--- config.mk ---
export PLATFORM = sky130hd
export DESIGN_NAME = uart_frame_parser
export DESIGN_NICKNAME = d
export VERILOG_FILES = /design/src/rtl/uart_frame_pkg.sv /design/src/rtl/frame_timeout_cnt.sv /design/src/rtl/uart_frame_parser.sv
export SDC_FILE = /design/constraint.sdc
export NUM_CORES = 1
export LEC_CHECK = 0
export CAP_MARGIN = 20
export CORE_ASPECT_RATIO = 0.75
export CORE_MARGIN = 4
export CORE_UTILIZATION = 52
export CTS_BUF_LIST = sky130_fd_sc_hd__clkbuf_8
export DETAILED_ROUTE_END_ITERATION = 6
export PLACE_DENSITY = 0.79
export REMOVE_ABC_BUFFERS = 1
export SYNTH_ARGS = -nofsm -noshare
export SYNTH_HDL_FRONTEND = slang
export SYNTH_SLANG_ARGS = --single-unit
--- constraint.sdc ---
create_clock -name clk -period 1.95 [get_ports clk]
set_input_delay 0.195 -clock clk [delete_from_list [all_inputs] [get_ports clk]]
set_output_delay 0.195 -clock clk [all_outputs]
set_load 0.005 [all_outputs]
--- src/rtl/uart_frame_pkg.sv ---
// Shared types and constants for the UART command frame parser.
// State encoding, error codes and the default start-of-frame byte.
package uart_frame_pkg;

    typedef enum logic [2:0] {
        ST_IDLE,
        ST_CMD,
        ST_LEN,
        ST_PAYLOAD,
        ST_CHK
    } state_t;

    localparam logic [1:0] ERR_NONE = 2'd0;
    localparam logic [1:0] ERR_CHK  = 2'd1;
    localparam logic [1:0] ERR_LEN  = 2'd2;
    localparam logic [1:0] ERR_TMO  = 2'd3;

    localparam logic [7:0] DEF_HEADER = 8'hAA;

endpackage

--- src/rtl/frame_timeout_cnt.sv ---
// Inter-byte watchdog: clear/enable counter with a combinational expiry strobe.
// Expiry fires while the count sits at TIMEOUT_CYC-1, unless cleared that cycle.
module frame_timeout_cnt #(
    parameter int TIMEOUT_CYC = 20000
) (
    input  logic clk,
    input  logic rst_n,
    input  logic clr,
    input  logic en,
    output logic expired
);

    localparam int W = (TIMEOUT_CYC > 1) ? $clog2(TIMEOUT_CYC) : 1;
    localparam logic [W-1:0] LAST = W'(TIMEOUT_CYC - 1);

    logic [W-1:0] cnt_q;

    always_ff @(posedge clk or negedge rst_n) begin
        if (!rst_n) begin
            cnt_q <= '0;
        end else if (clr) begin
            cnt_q <= '0;
        end else if (en && cnt_q != LAST) begin
            cnt_q <= cnt_q + 1'b1;
        end
    end

    assign expired = en && !clr && (cnt_q == LAST);

endmodule

--- src/rtl/uart_frame_parser.sv ---
// Assembles header/cmd/len/payload/checksum frames from the UART byte stream.
// Streams payload bytes, then strobes frame_valid or frame_err per frame.
module uart_frame_parser
    import uart_frame_pkg::*;
#(
    parameter logic [7:0] HEADER      = DEF_HEADER,
    parameter int         MAX_LEN     = 16,
    parameter int         TIMEOUT_CYC = 20000,
    parameter int         IDX_W       = 8
) (
    input  logic             clk,
    input  logic             rst_n,
    input  logic [7:0]       rx_data,
    input  logic             rx_done,
    output logic             pl_valid,
    output logic [7:0]       pl_data,
    output logic [IDX_W-1:0] pl_idx,
    output logic             frame_valid,
    output logic             frame_err,
    output logic [1:0]       err_code,
    output logic [7:0]       cmd,
    output logic [IDX_W-1:0] len,
    output logic             busy
);

    localparam logic [7:0] MAX_LEN_B = 8'(MAX_LEN);

    state_t           state_q, state_d;
    logic             rx_prev_q;
    logic             byte_ev;
    logic             tmo_exp;
    logic [7:0]       csum_q, csum_d;
    logic [IDX_W-1:0] cnt_q, cnt_d;
    logic [7:0]       cmd_d;
    logic [IDX_W-1:0] len_d;
    logic             pl_valid_d;
    logic [7:0]       pl_data_d;
    logic [IDX_W-1:0] pl_idx_d;
    logic             frame_valid_d;
    logic             frame_err_d;
    logic [1:0]       err_code_d;

    // A strobe held high for several cycles still yields one byte
    assign byte_ev = rx_done && !rx_prev_q;
    assign busy    = (state_q != ST_IDLE);

    frame_timeout_cnt #(
        .TIMEOUT_CYC(TIMEOUT_CYC)
    ) u_tmo (
        .clk    (clk),
        .rst_n  (rst_n),
        .clr    (byte_ev || state_q == ST_IDLE),
        .en     (state_q != ST_IDLE),
        .expired(tmo_exp)
    );

    always_comb begin
        state_d       = state_q;
        csum_d        = csum_q;
        cnt_d         = cnt_q;
        cmd_d         = cmd;
        len_d         = len;
        pl_valid_d    = 1'b0;
        pl_data_d     = pl_data;
        pl_idx_d      = pl_idx;
        frame_valid_d = 1'b0;
        frame_err_d   = 1'b0;
        err_code_d    = err_code;
        if (byte_ev) begin
            unique case (state_q)
                ST_IDLE: begin
                    if (rx_data == HEADER) begin
                        state_d = ST_CMD;
                        csum_d  = '0;
                    end
                end
                ST_CMD: begin
                    cmd_d   = rx_data;
                    csum_d  = csum_q + rx_data;
                    state_d = ST_LEN;
                end
                ST_LEN: begin
                    len_d  = IDX_W'(rx_data);
                    csum_d = csum_q + rx_data;
                    if (rx_data > MAX_LEN_B) begin
                        frame_err_d = 1'b1;
                        err_code_d  = ERR_LEN;
                        state_d     = ST_IDLE;
                    end else if (rx_data == 8'd0) begin
                        state_d = ST_CHK;
                    end else begin
                        cnt_d   = '0;
                        state_d = ST_PAYLOAD;
                    end
                end
                ST_PAYLOAD: begin
                    pl_valid_d = 1'b1;
                    pl_data_d  = rx_data;
                    pl_idx_d   = cnt_q;
                    csum_d     = csum_q + rx_data;
                    cnt_d      = cnt_q + 1'b1;
                    if (cnt_q == len - 1'b1) begin
                        state_d = ST_CHK;
                    end
                end
                ST_CHK: begin
                    if (rx_data == csum_q) begin
                        frame_valid_d = 1'b1;
                        err_code_d    = ERR_NONE;
                    end else begin
                        frame_err_d = 1'b1;
                        err_code_d  = ERR_CHK;
                    end
                    state_d = ST_IDLE;
                end
                default: state_d = ST_IDLE;
            endcase
        end else if (tmo_exp) begin
            frame_err_d = 1'b1;
            err_code_d  = ERR_TMO;
            state_d     = ST_IDLE;
        end
    end

    always_ff @(posedge clk or negedge rst_n) begin
        if (!rst_n) begin
            state_q     <= ST_IDLE;
            rx_prev_q   <= 1'b0;
            csum_q      <= '0;
            cnt_q       <= '0;
            cmd         <= '0;
            len         <= '0;
            pl_valid    <= 1'b0;
            pl_data     <= '0;
            pl_idx      <= '0;
            frame_valid <= 1'b0;
            frame_err   <= 1'b0;
            err_code    <= ERR_NONE;
        end else begin
            state_q     <= state_d;
            rx_prev_q   <= rx_done;
            csum_q      <= csum_d;
            cnt_q       <= cnt_d;
            cmd         <= cmd_d;
            len         <= len_d;
            pl_valid    <= pl_valid_d;
            pl_data     <= pl_data_d;
            pl_idx      <= pl_idx_d;
            frame_valid <= frame_valid_d;
            frame_err   <= frame_err_d;
            err_code    <= err_code_d;
        end
    end

endmodule

==> out/metrics.cfg <==
[synthesis]
async_flop_share_pct = 100.0
yosys.area.top_type = dfrtp_1
syn-cell-area_um2 = 3734
yosys-top-cells-area = dfrtp_1 (48%), mux2_2 (7.8%), xnor2_1 (5.6%)
avgSynthCellArea_um2 = 10.31
ys_seq_area_share_pct = 48.26
synth_top_cells_by_count = dfrtp_1 (72), nand2_1 (38), nor2_1 (37), mux2_2 (26), xnor2_1 (24)
netlist_instances = 362
yosysTopAreaCellShare_pct = 48.26
synth-seq-cells = 72
yosysMostFrequentCell = dfrtp_1
synth.distinct_cells = 49
synth-edff-count = 0
yosys_warnings = 0
synth_ff_type = dfrtp_1

[clock_network]
cts_tree = yes
cts-root-buf = clkbuf_8
clockBufferDepth = 2
ctsHtreeMaxLevel = 3
path_clk_slew_ns = 0.07
clock-sinks = 72
insertion_delay_ns = 0.36
cts_buffers = 9

[drt]
routed_wl_mm = 8.908
vias = 3056
via_per_inst = 5.409
drt_iter0_markers = 183
ant_nets = 0
routedWlPerCell_um = 15.77
dr.pass1.iters = 5
drc = 0

[pwr]
pwr-share-seq_pct = 48.2
switching_share_pct = 23.65
leakagePower_nw = 2.271
combinationalPowerShare_pct = 9.2
p_sw_w = 0.0007463
clkPwrFrac_pct = 42.6
power_density_nw_per_um2 = 624.8
p_int_w = 0.002410
peakVddDrop_mv = 0.5247

[critical_path]
worstSetupStartpointType = input port
slowest_stage = or4_4
worstReg2RegStart = csum_q[0]$_DFFE_PN0P_
crit_path_max_incr_delay_ns = 0.53
crit_type = input port to register
worst_r2r_endpoint = csum_q[6]$_DFFE_PN0P_
r2r_slack_ns = 0.01
cp_top_family = simple AND/OR/NAND/NOR gates
path_buf_inv = 3
reg2reg_depth = 9
critPathMaxFanout = 7
end_kind = register
arrival_ns = 2.22
cp_cell_sequence = clkdlybuf4s50_1 > buf_4 > or4_4 > or2_4 > a31oi_4 > buf_12 > nor4_4 > xnor2_1 > nor2_1
required_ns = 2.18

[sta]
fin_ws_ns = -0.04210
grt_setup_unrepaired = true
setup_viol = 4
post-route-period-util_pct = 102.2
fmax_mhz = 502.0
clock_skew_ns = 0.007373
layout_min_cycle_time_ns = 1.992
worst_pin_slew_ns = 0.5078
slew_headroom_pct = 66.06
fin_tns_setup_ns = -0.07970
slew_viol_final = 0
finalHoldViolations = 0

[placed_design]
place_congestion = 0.8458
io_buffers = 48
placed_cells_incl_taps = 540
place_area_um2 = 4626
dpl.hpwl_mm = 6.147

[outcome]
status = complete, but fails checks
violations = setup timing

[worst_hold_path]
holdPathEnd = rx_prev_q$_DFF_PN0_
hp-start = rx_done
min_delay_path_depth = 1
hp-class = input port to register

[floorplan]
die-area_um2 = 8614
fp.dieH_um = 81.38
core_region_area_um2 = 6897
initial_core_util_pct = 54.14
ios = 49
chipWidth_um = 105.8
fp-row-count = 26

[finish]
multi_input_area_um2 = 1934
syn2layout_area_growth_pct = 35.29
ff_latch_area_um2 = 1804
finalNetCount = 484
fin_cells = 565
drive_gt1_share_pct = 26.55
final_cell_area_um2 = 5051
n_antenna_cell = 0
fillers = 494

[grt]
met1_usage_pct = 27.62
grt_max_degree = 73
grtUsageMet3_pct = 7.784
overflow = 0
grt_pass1_wl_mm = 15.19
busiest_layer = met2
grt_use_met2_pct = 38.42
grt_antenna_before_repair = 0
grt_use_total_pct = 22.27
first_global_vias = 3213

[run]
cap_viol_max_count = 0

through the flow:
| stage | hold slack (ns) | util (%) | power, W | setup WS, ns |
|---|---|---|---|---|
| 2_1_floorplan | -0.1006 | - | 0.001652 | -0.1044 |
| 3_3_place_gp | 0.2511 | 67.07 | 0.001806 | -0.3974 |
| 3_5_place_dp | 0.2550 | 67.07 | 0.001815 | -0.4708 |
| 4_1_cts | 0.3420 | 71.14 | 0.003159 | -0.02709 |
| 5_1_grt | 0.3400 | 73.24 | 0.003281 | -0.09395 |
| 6_report | 0.3484 | 73.24 | 0.003156 | -0.04210 |
timing repair:
item                                   CTS  global route
gates resized for setup                  7            20
setup endpoints to repair               10            18
buffers inserted                         1             7
pin swaps                                1            12
cloned                                   0             0
endpoints found under the hold margin   72             0
hold buffers                             1             0
state kept, by name, summed over array words and instances (netlist names):
register,cells
csum_q,8
pl_valid,1
state_q,3
pl_idx,8
frame_valid,1
rx_prev_q,1
u_tmo.cnt_q,15
len,8
cnt_q,8
pl_data,8
err_code,2
cmd,8
frame_err,1
cells in the final DEF (no fill, tap or decap), types with 3 or more instances in the layout:
cell type	count
dfrtp_1	70
buf_4	51
clkdlybuf4s50_1	46
nand2_1	38
nor2_1	37
mux2_2	26
xnor2_1	24
o21ai_0	21
inv_1	12
clkbuf_8	10
nor3_1	9
nand3_1	8
ha_1	8
xor2_1	7
nand4_1	6
a21oi_1	6
and4_1	5
and3_1	5
nand3b_1	4
nor4b_1	3
nor4_4	3
a211oi_1	3
nor4_2	3
a22o_1	3
power groups by stage:
stage               clock, W  combinational (W)  sequential (W)
finish               0.00134           0.000290         0.00152
global placement           0           0.000257         0.00155
floorplan                  0           0.000102         0.00155
global route         0.00144           0.000319         0.00152
CTS                  0.00137           0.000274         0.00152
detailed placement         0           0.000265         0.00155
metal layers:
metal / vias to the layer above / share of wire (%)
met5: - / 0
met4: 0 / 0.68
met3: 6 / 6.7
met2: 77 / 48
met1: 1489 / 44
li1: 1484 / -
layout make-up:
cell class,instances,share of cell area (%)
inverter,13,0.9661
timing repair buffer,102,18.03
tap,98,2.428
sequential,72,35.72
clock buffer,10,2.725
multi-input combinational,264,38.30
clock inverter,6,1.833
worst max path at each step:
| stage | slack (ns) | start | end | cells past startpoint |
|---|---|---|---|---|
| 3_5_place_dp | -0.47 | rx_data[2] | csum_q[6]$_DFFE_PN0P_ | 8 |
| 5_1_grt | -0.09 | csum_q[0]$_DFFE_PN0P_ | csum_q[6]$_DFFE_PN0P_ | 9 |
| 2_1_floorplan | -0.10 | rx_prev_q$_DFF_PN0_ | len[2]$_DFFE_PN0P_ | 5 |
| 6_report | -0.04 | rx_data[0] | cnt_q[3]$_DFFE_PN0P_ | 9 |
| 4_1_cts | -0.03 | csum_q[0]$_DFFE_PN0P_ | csum_q[6]$_DFFE_PN0P_ | 9 |
| 3_3_place_gp | -0.40 | rx_data[0] | cnt_q[7]$_DFFE_PN0P_ | 8 |
cells by family (layout without fill, tap and decap cells):
family	after synthesis	after routing	share of synthesized area, %
AOI/OAI and AO/OA	56	56	10.09
xor gates and xnor gates	31	31	7.272
adders and majority gates	11	11	3.887
buffers and inverters	26	131	2.815
DFF	72	72	48.26
muxes	26	26	7.842
and+or+nand+nor	140	140	19.84
worst register-to-register path, cell delays in order, from the launching register on:
cell and delay [ns]:
dfrtp_1 0.40, ha_2 0.19, inv_2 0.06, fa_2 0.20, nor2b_2 0.05, o21ai_2 0.16, a21boi_2 0.08, o21a_1 0.19
or3_1 0.30, a32o_1 0.22
Power figures use the tool's default switching activity.
